File: config.mk
export PLATFORM = sky130hd
export DESIGN_NAME = cnn_transpose_seq
export DESIGN_NICKNAME = d
export VERILOG_FILES = /design/src/rtl/cnn_transpose_seq.sv
export SDC_FILE = /design/constraint.sdc
export NUM_CORES = 1
export LEC_CHECK = 0
export ABC_AREA = 1
export CORE_MARGIN = 4
export CORE_UTILIZATION = 35
export CTS_CLUSTER_SIZE = 12
export DETAILED_ROUTE_END_ITERATION = 8
export RECOVER_POWER = 25
export SLEW_MARGIN = 10
export SYNTH_ARGS = -nofsm -noshare
export SYNTH_HDL_FRONTEND = slang
export SYNTH_SLANG_ARGS = --single-unit
export TNS_END_PERCENT = 1
File: constraint.sdc
create_clock -name clk -period 3.1 [get_ports clk]
set_clock_uncertainty 0.2 [all_clocks]
set_input_delay 0.62 -clock clk [delete_from_list [all_inputs] [get_ports clk]]
set_output_delay 0.62 -clock clk [all_outputs]
set_load 0.05 [all_outputs]
File: src/rtl/cnn_transpose_seq.sv
// Sequential GF(2) transposed convolution: a latched IN_W x IN_W bit map is scattered one cell
// per cycle, XOR-ing the K x K kernel into an OW x OW accumulator, then handed off over valid/ready.
module cnn_transpose_seq #(
  parameter int IN_W = 4,
  parameter int K    = 3
) (
  input  logic                                   clk,
  input  logic                                   reset,
  input  logic                                   in_valid,
  output logic                                   in_ready,
  input  logic [IN_W*IN_W-1:0]                   in_map,
  input  logic [K*K-1:0]                         in_kernel,
  output logic                                   out_valid,
  input  logic                                   out_ready,
  output logic [(IN_W+K-1)*(IN_W+K-1)-1:0]       out_map,
  output logic                                   busy
);

  localparam int OW       = IN_W + K - 1;
  localparam int OUT_BITS = OW * OW;
  localparam int CELLS    = IN_W * IN_W;
  localparam int IDX_W    = (CELLS > 1) ? $clog2(CELLS) : 1;
  localparam int SH_W     = $clog2(OUT_BITS);

  typedef enum logic [1:0] {
    S_IDLE,
    S_SCAN,
    S_DONE
  } state_t;

  state_t              state;
  logic [IDX_W-1:0]    idx;
  logic [CELLS-1:0]    map_q;
  logic [K*K-1:0]      kernel_q;
  logic [OUT_BITS-1:0] acc;

  logic [OUT_BITS-1:0] kernel_base;
  logic [OUT_BITS-1:0] window;
  logic [SH_W-1:0]     offset;
  int unsigned         row;
  int unsigned         col;

  // The kernel laid out at the window origin (row stride OW); since j+l never exceeds OW-1,
  // shifting by i*OW+j places it at cell (i,j) with no wrap into the next row.
  // NOTE: every always_comb output gets a default first, so no path can infer a latch.
  always_comb begin
    kernel_base = '0;
    for (int k = 0; k < K; k++) begin
      for (int l = 0; l < K; l++) begin
        kernel_base[k*OW + l] = kernel_q[k*K + l];
      end
    end
  end

  always_comb begin
    row    = int'(idx) / IN_W;
    col    = int'(idx) % IN_W;
    offset = SH_W'(row * OW + col);
    window = kernel_base << offset;
  end

  assign out_map = acc;

  // Control and datapath share one clocked process so handshake outputs stay registered.
  // NOTE: state is updated with non-blocking assignments so every register sees pre-edge values.
  always_ff @(posedge clk) begin
    if (!reset) begin
      state     <= S_IDLE;
      idx       <= '0;
      acc       <= '0;
      map_q     <= '0;
      kernel_q  <= '0;
      in_ready  <= 1'b1;
      out_valid <= 1'b0;
      busy      <= 1'b0;
    end else begin
      case (state)
        S_IDLE: begin
          if (in_valid) begin
            map_q    <= in_map;
            kernel_q <= in_kernel;
            acc      <= '0;
            idx      <= '0;
            in_ready <= 1'b0;
            busy     <= 1'b1;
            state    <= S_SCAN;
          end
        end
        S_SCAN: begin
          if (map_q[idx]) begin
            acc <= acc ^ window;
          end
          idx <= idx + 1'b1;
          if (idx == IDX_W'(CELLS - 1)) begin
            busy      <= 1'b0;
            out_valid <= 1'b1;
            state     <= S_DONE;
          end
        end
        S_DONE: begin
          // Hold the result until the consumer takes it; re-accept only from IDLE.
          if (out_ready) begin
            out_valid <= 1'b0;
            in_ready  <= 1'b1;
            state     <= S_IDLE;
          end
        end
        default: begin
          out_valid <= 1'b0;
          busy      <= 1'b0;
          in_ready  <= 1'b1;
          state     <= S_IDLE;
        end
      endcase
    end
  end

endmodule
==> flow_summary.ini, run 1 <==
[clocking]
clk_latency_ns = 0.33
cts_sinks = 70
cts_hold_repair.buffers = 0
clock_path_buffers = 2
path_clk_slew_ns = 0.05
cts_resized = 0
root_buffer = clkbuf_16
cts_made_buffers = 9
post-cts-setup-buffer-count = 0
htreeDepth = 3
cts_tree = done

[synthesis]
syn_avg_cell_area_sq_um = 6.06
yosys_warnings = 0
ys_seq_area_frac = 0.336
synth.distinct_cells = 28
synth_nets = 724
synth_edf_count = 0
syn_area_sq_mm = 0.00417
synth_top_area_share = 0.336
syn_inst = 689
yosys-top-cells-count = 191 x nand2_1, 145 x nor2_1, 85 x nand3_1
synthArstFlopShare = 0
yosys-top-cells-area = dfxtp_1 34%, nand2_1 17%, nor2_1 13%
ys_ff_latch = 70
synth.most_common_cell = nand2_1
yosys.area.top_type = dfxtp_1
ys.flop_type = dfxtp_1

[timing]
rsz0062_at_grt = false
setup_slack_ns = 0.329
setup-tns-final_ns = 0
relSlewSlack = 0.226
drv_slew = 0
setup_viol = 0
period_share = 0.894
hold_viol_final = 0
fin_crit_ns = 2.77
clock.fmax_ghz = 0.361
worstMarginPinSlew_ns = 1.16

[floorplanning]
fp.dieW_um = 117
fp.dieArea_sq_mm = 0.0137
die_h_um = 117
rows = 39
fp.coreArea_sq_mm = 0.0116
initial_core_util = 0.361
io_pins = 68

[status]
status = complete, no violations

[cells_and_area]
nFillCells = 1201
fin_cells = 899
area_growth_pct = 27.0
drive_above_1_share = 0.0529
fin_nets = 786
num_antenna_cells = 0

[worst_setup_path]
path_cells = dlygate4sd3_1, nand2_1, inv_1, clkbuf_1, nor2_1, buf_4, o21ai_0, nor2_1
cp.arrival_ns = 2.79
crit_cells = 8
crit_top_cell = nor2_1
critPathMaxStageDelay_ns = 0.85
cp_top_family = buffers and inverters
cp-end-kind = flop
rr_worst_depth = 11
worst-path-max-fanout = 27
startpoint_type = primary input
crit_type = primary input to flop
cp.required_ns = 3.12
crit_path_top_delay_cell = clkbuf_1
cp_num_buf_inv = 4

[global_routing]
antenna_found_initial = 0
grt_max_degree = 30
grt_pass1_wl_mm = 20.5
grt.overflow.total = 0
grt_pass1_vias = 4261
grtUsageTotal = 0.191

[place]
place_ws_ns = 0.456
gp_congestion = 0.922
dp_cells = 883
dpl.hpwl_mm = 9.38
io_buffers = 67

[route]
route.vias.total = 4538
drc_errors = 0
drtIter0Drc = 190
drt-pass1-iter-count = 6
viasPerCell = 5.05
postRouteAntennaNets = 0
wl_per_cell_um = 13.9
wl_mm = 12.5

[flow_run]
cap_violations = 0

[power]
power_density_mw_per_mm2 = 465
leakage_nw = 2.30
ir_worst_vdd_v = 0.000411
power_mw = 2.46

[worst_hold_path]
hold_depth = 2
hold_path.class = flop to flop
layer usage:
metal  vias up  wire (um)  global-route usage
met5         -          0                   0
met3        15        753              0.0576
li1       2349          -                   -
met4         0        248              0.0604
met2       114       5720               0.308
met1      2060       5740               0.245
worst register-to-register path: stages (launching register included):
cell and delay [ns]:
dfxtp_1 0.34, inv_1 0.08, ha_1 0.28, inv_1 0.04
ha_1 0.30, clkinv_1 0.20, buf_4 0.22, nand3_1 0.15
o21ai_0 0.28, o21ai_0 0.19, nor3b_1 0.23, nor2_1 0.08
area by class of cell:
type / instances / area [sq um] / share of cell area
multi-input combinational: 535 / 2390 / 0.451
sequential: 70 / 1400 / 0.264
timing repair buffer: 87 / 813 / 0.153
clock buffer: 13 / 270 / 0.0510
inverter: 48 / 180 / 0.0340
tap: 143 / 179 / 0.0338
clock inverter: 3 / 65.1 / 0.0123
path summary, 6_finish.rpt:
path	start	to	slack, ns
setup / recovery	in_valid	out_map[18]	0.33
hold / removal	out_valid	out_valid	0.26
setup reg to reg	idx[2]	out_map[18]	0.41
hold reg to reg	out_valid	out_valid	0.26
stage by stage:
step,utilization,cell area (sq um),hold WS [ns]
floorplan,-,4170,0.245
global placement,0.430,4980,0.255
detailed placement,0.430,4980,0.254
CTS,0.459,5310,0.265
global route,0.458,5300,0.293
finish,0.458,5300,0.265
cell usage in the layout (no fill, tap or decap):
master           count
a21oi_1             20
and2_1               1
buf_4               18
bufinv_16            2
clkbuf_1             3
clkbuf_16            9
clkbuf_8             3
clkdlybuf4s50_1     66
clkinv_1             2
clkinv_2             1
dfxtp_1             70
dlygate4sd3_1        1
ha_1                 6
inv_1               44
inv_2                2
nand2_1            192
nand2_4              1
nand3_1             85
nand3_4              1
nand3b_1             1
nand4_1             30
nor2_1             146
nor2_2               2
nor3_1               1
nor3b_1              4
o211ai_1             2
o21ai_0             38
o31ai_1              2
or2_2                1
xor2_1               2
logic make-up (layout without fill, tap and decap cells):
| family | after synthesis | in the layout | synth area share |
|---|---|---|---|
| DFF | 70 | 70 | 0.336 |
| buffers and inverters | 84 | 151 | 0.0900 |
| and+or+nand+nor | 465 | 465 | 0.475 |
| xor gates and xnor gates | 2 | 2 | 0.00420 |
| adders and majority gates | 6 | 6 | 0.0180 |
| AOI/OAI and AO/OA | 62 | 62 | 0.0768 |
power breakdown:
part | switching, mW | total [mW] | internal [mW]
combinational | 0.234 | 0.356 | 0.122
clock | 0.375 | 1.14 | 0.769
sequential | 0.0278 | 0.964 | 0.937
total | 0.637 | 2.46 | 1.83
sequential cells by signal, indices dropped and copies added, names as in the netlist:
signal	count
busy	1
idx	4
in_ready	1
kernel_q	9
map_q	16
out_map	36
out_valid	1
state	2
Power figures use the tool's default switching activity.
==> run 2: changes to the inputs <==
--- a/config.mk
+++ b/config.mk
@@ -11,6 +11,7 @@
 export CTS_CLUSTER_SIZE = 12
 export DETAILED_ROUTE_END_ITERATION = 8
 export RECOVER_POWER = 25
+export SETUP_SLACK_MARGIN = 0.02
 export SLEW_MARGIN = 10
 export SYNTH_ARGS = -nofsm -noshare
 export SYNTH_HDL_FRONTEND = slang
==> results of run 2 <==
The final DEF is identical to that of run 1; final timing and power are the same.
==> run 3: changes to the inputs <==
--- a/config.mk
+++ b/config.mk
@@ -6,10 +6,13 @@
 export NUM_CORES = 1
 export LEC_CHECK = 0
 export ABC_AREA = 1
+export CELL_PAD_IN_SITES_DETAIL_PLACEMENT = 1
+export CELL_PAD_IN_SITES_GLOBAL_PLACEMENT = 1
 export CORE_MARGIN = 4
 export CORE_UTILIZATION = 35
 export CTS_CLUSTER_SIZE = 12
 export DETAILED_ROUTE_END_ITERATION = 8
+export PLACE_DENSITY_LB_ADDON = 0.1
 export RECOVER_POWER = 25
 export SETUP_SLACK_MARGIN = 0.02
 export SLEW_MARGIN = 10
==> flow_summary.ini, run 3 (same netlist as run 1, synthesis figures left out) <==
[place]
dpl.hpwl_mm = 10.7
gp_congestion = 0.889
io_buffers = 67

[cells_and_area]
drive_above_1_share = 0.0494
num_antenna_cells = 0
fin_nets = 782
largest_register_ffs = 36
layout_commonest_cell = nand2_1
utilization = 0.454
area_growth_pct = 25.8
final_cell_mix = 191 x nand2_1, 146 x nor2_1, 85 x nand3_1, 70 x dfxtp_1, 66 x clkdlybuf4s50_1
nFillCells = 1531

[power]
power_mw = 2.39
ir_worst_vdd_v = 0.000241
switching_power_mw = 0.653
combPwrFrac = 0.152
clock_power_share = 0.443
power_switching_share = 0.274
intPower_mw = 1.73
power_density_mw_per_mm2 = 455
seqPwrFrac = 0.405
leakage_nw = 2.27

[timing]
worstMarginPinSlew_ns = 0.966
setup_viol = 0
hold_viol_final = 0
holdWs_ns = 0.265
fin_crit_ns = 2.88
drv_slew = 0
rsz0062_at_grt = true
clock.fmax_ghz = 0.347
relSlewSlack = 0.356
period_share = 0.930

[floorplanning]
fp.dieW_um = 117
rows = 39
die_h_um = 117
fp.dieArea_sq_mm = 0.0137
io_pins = 68
fp.coreArea_sq_mm = 0.0116
initial_core_util = 0.361

[global_routing]
grtUsageTotal = 0.218
grt_max_degree = 30
grt_pass1_wl_mm = 23.3
grt.overflow.total = 0
antenna_found_initial = 0
grt_pass1_vias = 4692

[status]
status = complete, no violations

[clocking]
cts_made_buffers = 9
root_buffer = clkbuf_16
cts_tree = done
htreeDepth = 3
path_clk_slew_ns = 0.05
cts_hold_repair.buffers = 0
cts_sinks = 70
clk_latency_ns = 0.34
clock_path_buffers = 2

[route]
viasPerCell = 5.19
drt-pass1-iter-count = 5
drc_errors = 0
postRouteAntennaNets = 0
route.vias.total = 4626
wl_mm = 14.2
drtIter0Drc = 162
wl_per_cell_um = 15.9

[flow_run]
cap_violations = 0

[worst_setup_path]
worst-path-max-fanout = 20
cp.arrival_ns = 2.91
cp.required_ns = 3.13
cp_num_buf_inv = 3
cp-end-kind = flop
path_cells = inv_1, ha_1, inv_1, ha_1, or2_2, nand2_1, inv_1, nand3_1, nand2_1, o21ai_0, nor2_1, o21ai_0, nor2_1
crit_path_top_delay_cell = dfxtp_1
startpoint_type = flop
critPathMaxStageDelay_ns = 0.37
cp_top_family = simple AND/OR/NAND/NOR gates
crit_type = flop to flop
crit_top_cell = inv_1

[worst_hold_path]
hold_path.class = flop to flop
## run 3: cell count changes in the layout (fill, tap and decap cells not counted), sizes merged
cell / before / now
bufinv: 2 / 1
clkinv: 3 / 1
clkinvlp: 0 / 1
buf: 18 / 14
clkbuf: 15 / 14
## run 3: layout make-up
type / count / area (sq um) / share of cell area
sequential: 70 / 1400 / 0.267
clock inverter: 1 / 30.0 / 0.00572
timing repair buffer: 83 / 796 / 0.152
multi-input combinational: 535 / 2390 / 0.456
inverter: 48 / 184 / 0.0350
tap: 143 / 179 / 0.0341
clock buffer: 12 / 267 / 0.0508
## run 3: power by group through the flow
stage	registers (mW)	logic, mW	clock network, mW
2_1_floorplan	0.995	0.232	0
4_1_cts	0.966	0.370	1.08
3_3_place_gp	0.985	0.361	0
3_5_place_dp	0.985	0.367	0
5_1_grt	0.971	0.409	1.12
6_report	0.967	0.364	1.06
## run 3: per-stage QoR
step	std cells	setup TNS (ns)	worst slack, ns	instance area [sq um]
floorplan	689	0	0.596	4170
global placement	879	0	0.233	4960
detailed placement	879	0	0.204	4960
CTS	892	0	0.183	5260
global route	892	-0.0385	-0.0385	5250
finish	892	0	0.216	5250
## run 3: path summary, 6_finish.rpt
check | startpoint | endpoint | slack, ns | cells after the start
max | idx[2] | out_map[18] | 0.22 | 13
min | out_valid | out_valid | 0.27 | 2
max reg2reg | idx[2] | out_map[18] | 0.22 | 13
min reg2reg | out_valid | out_valid | 0.27 | 2
## run 3: worst register-to-register path, delay by kind of cell (launching register included)
| family | cells | cell delay, ns |
|---|---|---|
| simple gates | 6 | 0.88 |
| fa+ha+maj | 2 | 0.47 |
| flops | 1 | 0.37 |
| buf+inv | 3 | 0.43 |
| compound gates | 2 | 0.45 |
## run 3: per-layer routing
| layer | GRT usage | vias up | part of all wire |
|---|---|---|---|
| met3 | 0.0324 | 22 | 0.034 |
| met2 | 0.368 | 86 | 0.49 |
| met4 | 0.0787 | 0 | 0.019 |
| li1 | - | 2339 | - |
| met5 | 0 | - | 0 |
| met1 | 0.281 | 2179 | 0.46 |
## run 3: what timing repair did
action                     CTS  global route
setup buffers                0             0
resized for setup            0             2
setup endpoints to repair    0             4
==> RTL change 1: new RTL, config.mk and constraints of run 2 <==
Change the parameter `K` from 3 to 2.
--- a/src/rtl/cnn_transpose_seq.sv
+++ b/src/rtl/cnn_transpose_seq.sv
@@ -2,7 +2,7 @@
 // per cycle, XOR-ing the K x K kernel into an OW x OW accumulator, then handed off over valid/ready.
 module cnn_transpose_seq #(
   parameter int IN_W = 4,
-  parameter int K    = 3
+  parameter int K    = 2
 ) (
   input  logic                                   clk,
   input  logic                                   reset,
Interface: changed (resized in_kernel and out_map); port bits go from 68 to 52. No check against the original RTL was run, so the function may have changed too.
==> RTL change 1 against run 2 <==
Setup slack improved by 28 ps; utilization is 1.7 points lower; wire length fell by 33%; sequential cell count down 16; via count is 25% lower; design area is 22% lower; global-route usage is 4.0 points lower; cell count is 19% lower; synthesized area fell by 17%; first-iteration DRC count decreased by 6.3%; largest cell class unchanged; highest routed layer unchanged.
Power is not compared: it rests on default switching activity, and its combinational part moved more than twofold at a synthesized area within 25%.
==> RTL change 1: results (changes against run 2) <==
| Item | Reported | Delta |
|---|---|---|
| Status | finished clean |  |
| Gpl congestion | 0.849 | -8.0% |
| Number of global-route vias before repair | 3128 | -27% |
| HPWL Detailed | 6190 um | -34% |
| Part of the Yosys area used for sequential elements | 0.313 | -0.0227 |
| Flip-flop count of the largest register, all copies and words added | 25 | -31% |
| Post-route met1 wirelength | 3960 um | -31% |
| Critical Path Fanout Max | 10 | -63% |
| DR pass1 iterations | 5 | -1 |
| Syn Nets | 579 | -20% |
| Top cells by instance count after synthesis | 139 x sky130_fd_sc_hd__nand2_1, 75 x sky130_fd_sc_hd__nor2_1, 65 x sky130_fd_sc_hd__nand3_1 |  |
| Buffers on Ports | 51 | -24% |
| Distinct cell type count after synthesis | 36 | +29% |
| Overall Global Routing Usage | 0.151 | -0.0402 |
| Source-to-sink clock delay at the later pin of the worst-skew pair | 310 ps | -20 ps |
| Violation count after the first detailed-route iteration | 178 | -6.3% |
| Cell types occupying the most area after synthesis | sky130_fd_sc_hd__dfxtp_1 31%, sky130_fd_sc_hd__nand2_1 15%, sky130_fd_sc_hd__nand3_1 9.4% |  |
| Global-route wire length before repair | 14300 um | -30% |
| Type of the most critical hold path | register to register |  |
| Clock-pin slew reported for the worst setup and hold paths after clock tree synthesis | 100 ps | +50 ps |
| Metal3 WL | 389 um | -48% |
| Clock Root Buffer | sky130_fd_sc_hd__clkbuf_8 |  |
| H-tree depth | 2 | -1 |
| Total met2 wirelength after detailed routing | 3980 um | -30% |
| Transition time of the tightest slew-check pin | 1410 ps | +251 ps |
| Largest incremental delay on the critical path | 500 ps | -350 ps |
| Vias after detailed routing | 3392 | -25% |
| Arrival time worst endpoint | 2760 ps | -30 ps |
| Drt wl/cell | 11.5 um | -17% |
| Layout cells sized above 1 | 0.0988 | +0.0459 |
[RTL change 1: where the power goes]
part	total, mW	switching (mW)	internal [mW]
Combinational	0.744	0.492	0.252
Sequential	0.820	0.0468	0.773
Clock	0.409	0.249	0.161
[RTL change 1: cells by family after synthesis]
kind of cell,count (synthesis),synth area share
AND/OR/NAND/NOR,320,0.418
buffers and inverters,84,0.111
adder cells (fa/ha/maj),7,0.0275
AO/OA/AOI/OAI,81,0.125
XOR/XNOR,2,0.00508
flip-flops,54,0.313
[RTL change 1: final timing paths]
kind,startpoint,to,slack (ps),cells after the start
hold / removal,map_q[3],map_q[3],260,2
hold reg to reg,map_q[3],map_q[3],260,2
setup reg to reg,idx[3],out_map[19],360,11
setup / recovery,idx[3],out_map[19],360,11
[RTL change 1: cell type report]
type,count,area [um2]
fill,983,5260
multi-input combinational,410,1990
sequential,54,1080
timing repair buffer,64,604
inverter,61,229
tap,129,161
clock buffer,6,72.6
clock inverter,2,13.8
[RTL change 1: per-stage QoR]
step	cells	hold slack, ps	cell area, um2
after floorplan	548	229	3450
after global placement	718	244	4070
after detailed placement	718	249	4070
after CTS	726	265	4160
after global routing	726	285	4150
final	726	265	4150
[RTL change 1: worst register-to-register path, delay by kind of cell, from the launching register on]
| kind | cells | cell delay, ps |
|---|---|---|
| compound gates | 1 | 160 |
| simple gates | 5 | 690 |
| buf+inv | 2 | 270 |
| fa+ha+maj | 3 | 1000 |
| flops | 1 | 330 |
[RTL change 1: routing by layer]
metal	vias up	global-route usage
met2	63	0.253
met4	0	0.0329
met5	-	0
li1	1827	-
met3	2	0.0312
met1	1500	0.199
==> RTL change 2: new RTL, flow settings as in run 2 <==
Made on the original files. Make the reset (`reset`) asynchronous in one clocked block.
--- a/src/rtl/cnn_transpose_seq.sv
+++ b/src/rtl/cnn_transpose_seq.sv
@@ -63,7 +63,7 @@
 
   // Control and datapath share one clocked process so handshake outputs stay registered.
   // NOTE: state is updated with non-blocking assignments so every register sees pre-edge values.
-  always_ff @(posedge clk) begin
+  always_ff @(posedge clk or negedge reset) begin
     if (!reset) begin
       state     <= S_IDLE;
       idx       <= '0;
Behaviour: differs if reset is asserted again (counterexample within 4 cycles, from zero or initial values and one cycle with reset low); with reset held inactive, the same outputs for 10 cycles.
==> RTL change 2 against run 2 <==
The flow now finishes with violations (capacitance limit, slew limit); sequential share of layout area grew 5.0 points; sequential cell count is the same; utilization shrank 1.9 points; setup slack gained 14 ps; design area grew 5.1%; cell count shrank 5.6%; synthesized area grew 8.8%; wire length shrank 3.0%; die area grew 8.2%; first-iteration DRC count grew 75%; critical endpoint is now out_map[22].
Power is left out: the tool's default activity adds up to more than one toggle a clock period on the data nets, which glitch-free logic cannot reach.
==> RTL change 2: results (changes against run 2) <==
| Item | Reported | Delta |
|---|---|---|
| Status | finished with violations |  |
| Violations in the final reports | capacitance limit, slew limit |  |
| Reg2reg path depth | 15 | +4 |
| Filler Cell Count | 1308 | +8.9% |
| Net count of the finished layout | 708 | -9.9% |
| Gate count of the mapped netlist | 615 | -11% |
| Number of global-route vias before repair | 4164 | -2.3% |
| Global-route wire length before repair | 20500 um | about the same |
| Maximum number of pins on one net before global-route repair | 40 | +33% |
| Delay-heaviest family, CP | simple AND/OR/NAND/NOR gates |  |
| Multi-input logic cell count | 465 | -13% |
| Seq. cell area | 1750 um2 | +25% |
| Crit path max-delay cell type | sky130_fd_sc_hd__dfrtp_1 |  |
| Non-clock buffers | 83 | -4.6% |
| Top cells by instance count after synthesis | 194 x sky130_fd_sc_hd__nand2_1, 102 x sky130_fd_sc_hd__nand3_1, 69 x sky130_fd_sc_hd__dfrtp_1 |  |
| Drt wl/cell | 14.2 um | +2.7% |
| Layout cells sized above 1 | 0.115 | +0.0623 |
| Max Cap Viol | 1 | +1 |
| Total negative slack | 0 ps | unchanged |
| Critical Path Fanout Max | 17 | -37% |
| Final Max Tran Viols | 32 | +32 |
| Overall Global Routing Usage | 0.173 | -0.0180 |
| Syn Nets | 650 | -10% |
| Part of the Yosys area used for sequential elements | 0.386 | +0.0502 |
| Clk tree area frac | 0.0449 | -0.0183 |
| Layout inverter count without the clock tree | 44 | -8.3% |
| Fraction of area in multi-input gates | 0.429 | -0.0221 |
| Post-Layout Cell Count | 849 | -5.6% |
| Cell types occupying the most area after synthesis | sky130_fd_sc_hd__dfrtp_1 38%, sky130_fd_sc_hd__nand2_1 16%, sky130_fd_sc_hd__nand3_1 11% |  |
| Worst slew margin relative to its limit | -0.205 | -0.431 |
| DR pass1 iterations | 5 | -1 |
| Fraction of cell area in non-clock buffers | 0.143 | -0.0104 |
| Largest incremental delay on the critical path | 490 ps | -360 ps |
| Place WS | 352 ps | -104 ps |
| Distinct cell type count after synthesis | 38 | +36% |
| Primary flip-flop cell chosen by synthesis mapping | sky130_fd_sc_hd__dfrtp_1 |  |
| FFs w/ async S/R, synth | 1.00 | +1.00 |
| DP Cell Count | 834 | -5.5% |
| HPWL Detailed | 8890 um | -5.2% |
| Gpl congestion | 0.930 | +0.92% |
| Vias after detailed routing | 4384 | -3.4% |
| Violation count after the first detailed-route iteration | 332 | +75% |
-- RTL change 2: changes by cell type after synthesis, moves of 17 or more --
cell,run 2,this run
sky130_fd_sc_hd__nor2_1,145,21
sky130_fd_sc_hd__dfxtp_1,70,0
sky130_fd_sc_hd__dfrtp_1,0,69
sky130_fd_sc_hd__mux2_2,0,23
sky130_fd_sc_hd__o21ai_0,38,20
sky130_fd_sc_hd__nand3_1,85,102
-- RTL change 2: logic make-up (layout without fill, tap and decap cells) --
logic type      count (synthesis)  count (layout)  share of synthesized area
compound gates                 59              59                     0.0750
xor+xnor                        1               1                    0.00193
fa+ha+maj                       6               6                     0.0165
buf+inv                        80             142                     0.0876
flops                          70              70                      0.386
mux                            23              23                     0.0570
simple gates                  376             376                      0.376
-- RTL change 2: final timing paths --
path                          start          end  slack, ps
max in group asynchronous     reset  out_map[24]       1080
min                        in_ready     in_ready        290
max                          idx[2]  out_map[22]        340
min in group asynchronous     reset  out_map[11]        560
min reg2reg                in_ready     in_ready        290
max reg2reg                  idx[2]  out_map[22]        340
-- RTL change 2: layer usage --
layer / routed length [um] / part of all wire / GRT usage / vias up
met1: 5520 / 0.46 / 0.234 / 2063
met3: 704 / 0.058 / 0.0385 / 18
met2: 5590 / 0.46 / 0.272 / 137
li1: - / - / - / 2166
met4: 265 / 0.022 / 0.0637 / 0
met5: 0 / 0 / 0 / -
-- RTL change 2: per-stage QoR --
stage | area, um2 | util | hold slack (ps)
after floorplan | 4540 | - | 124
after global placement | 5320 | 0.420 | 286
after detailed placement | 5320 | 0.420 | 276
after CTS | 5570 | 0.440 | 170
after global routing | 5570 | 0.440 | 317
final | 5570 | 0.440 | 292
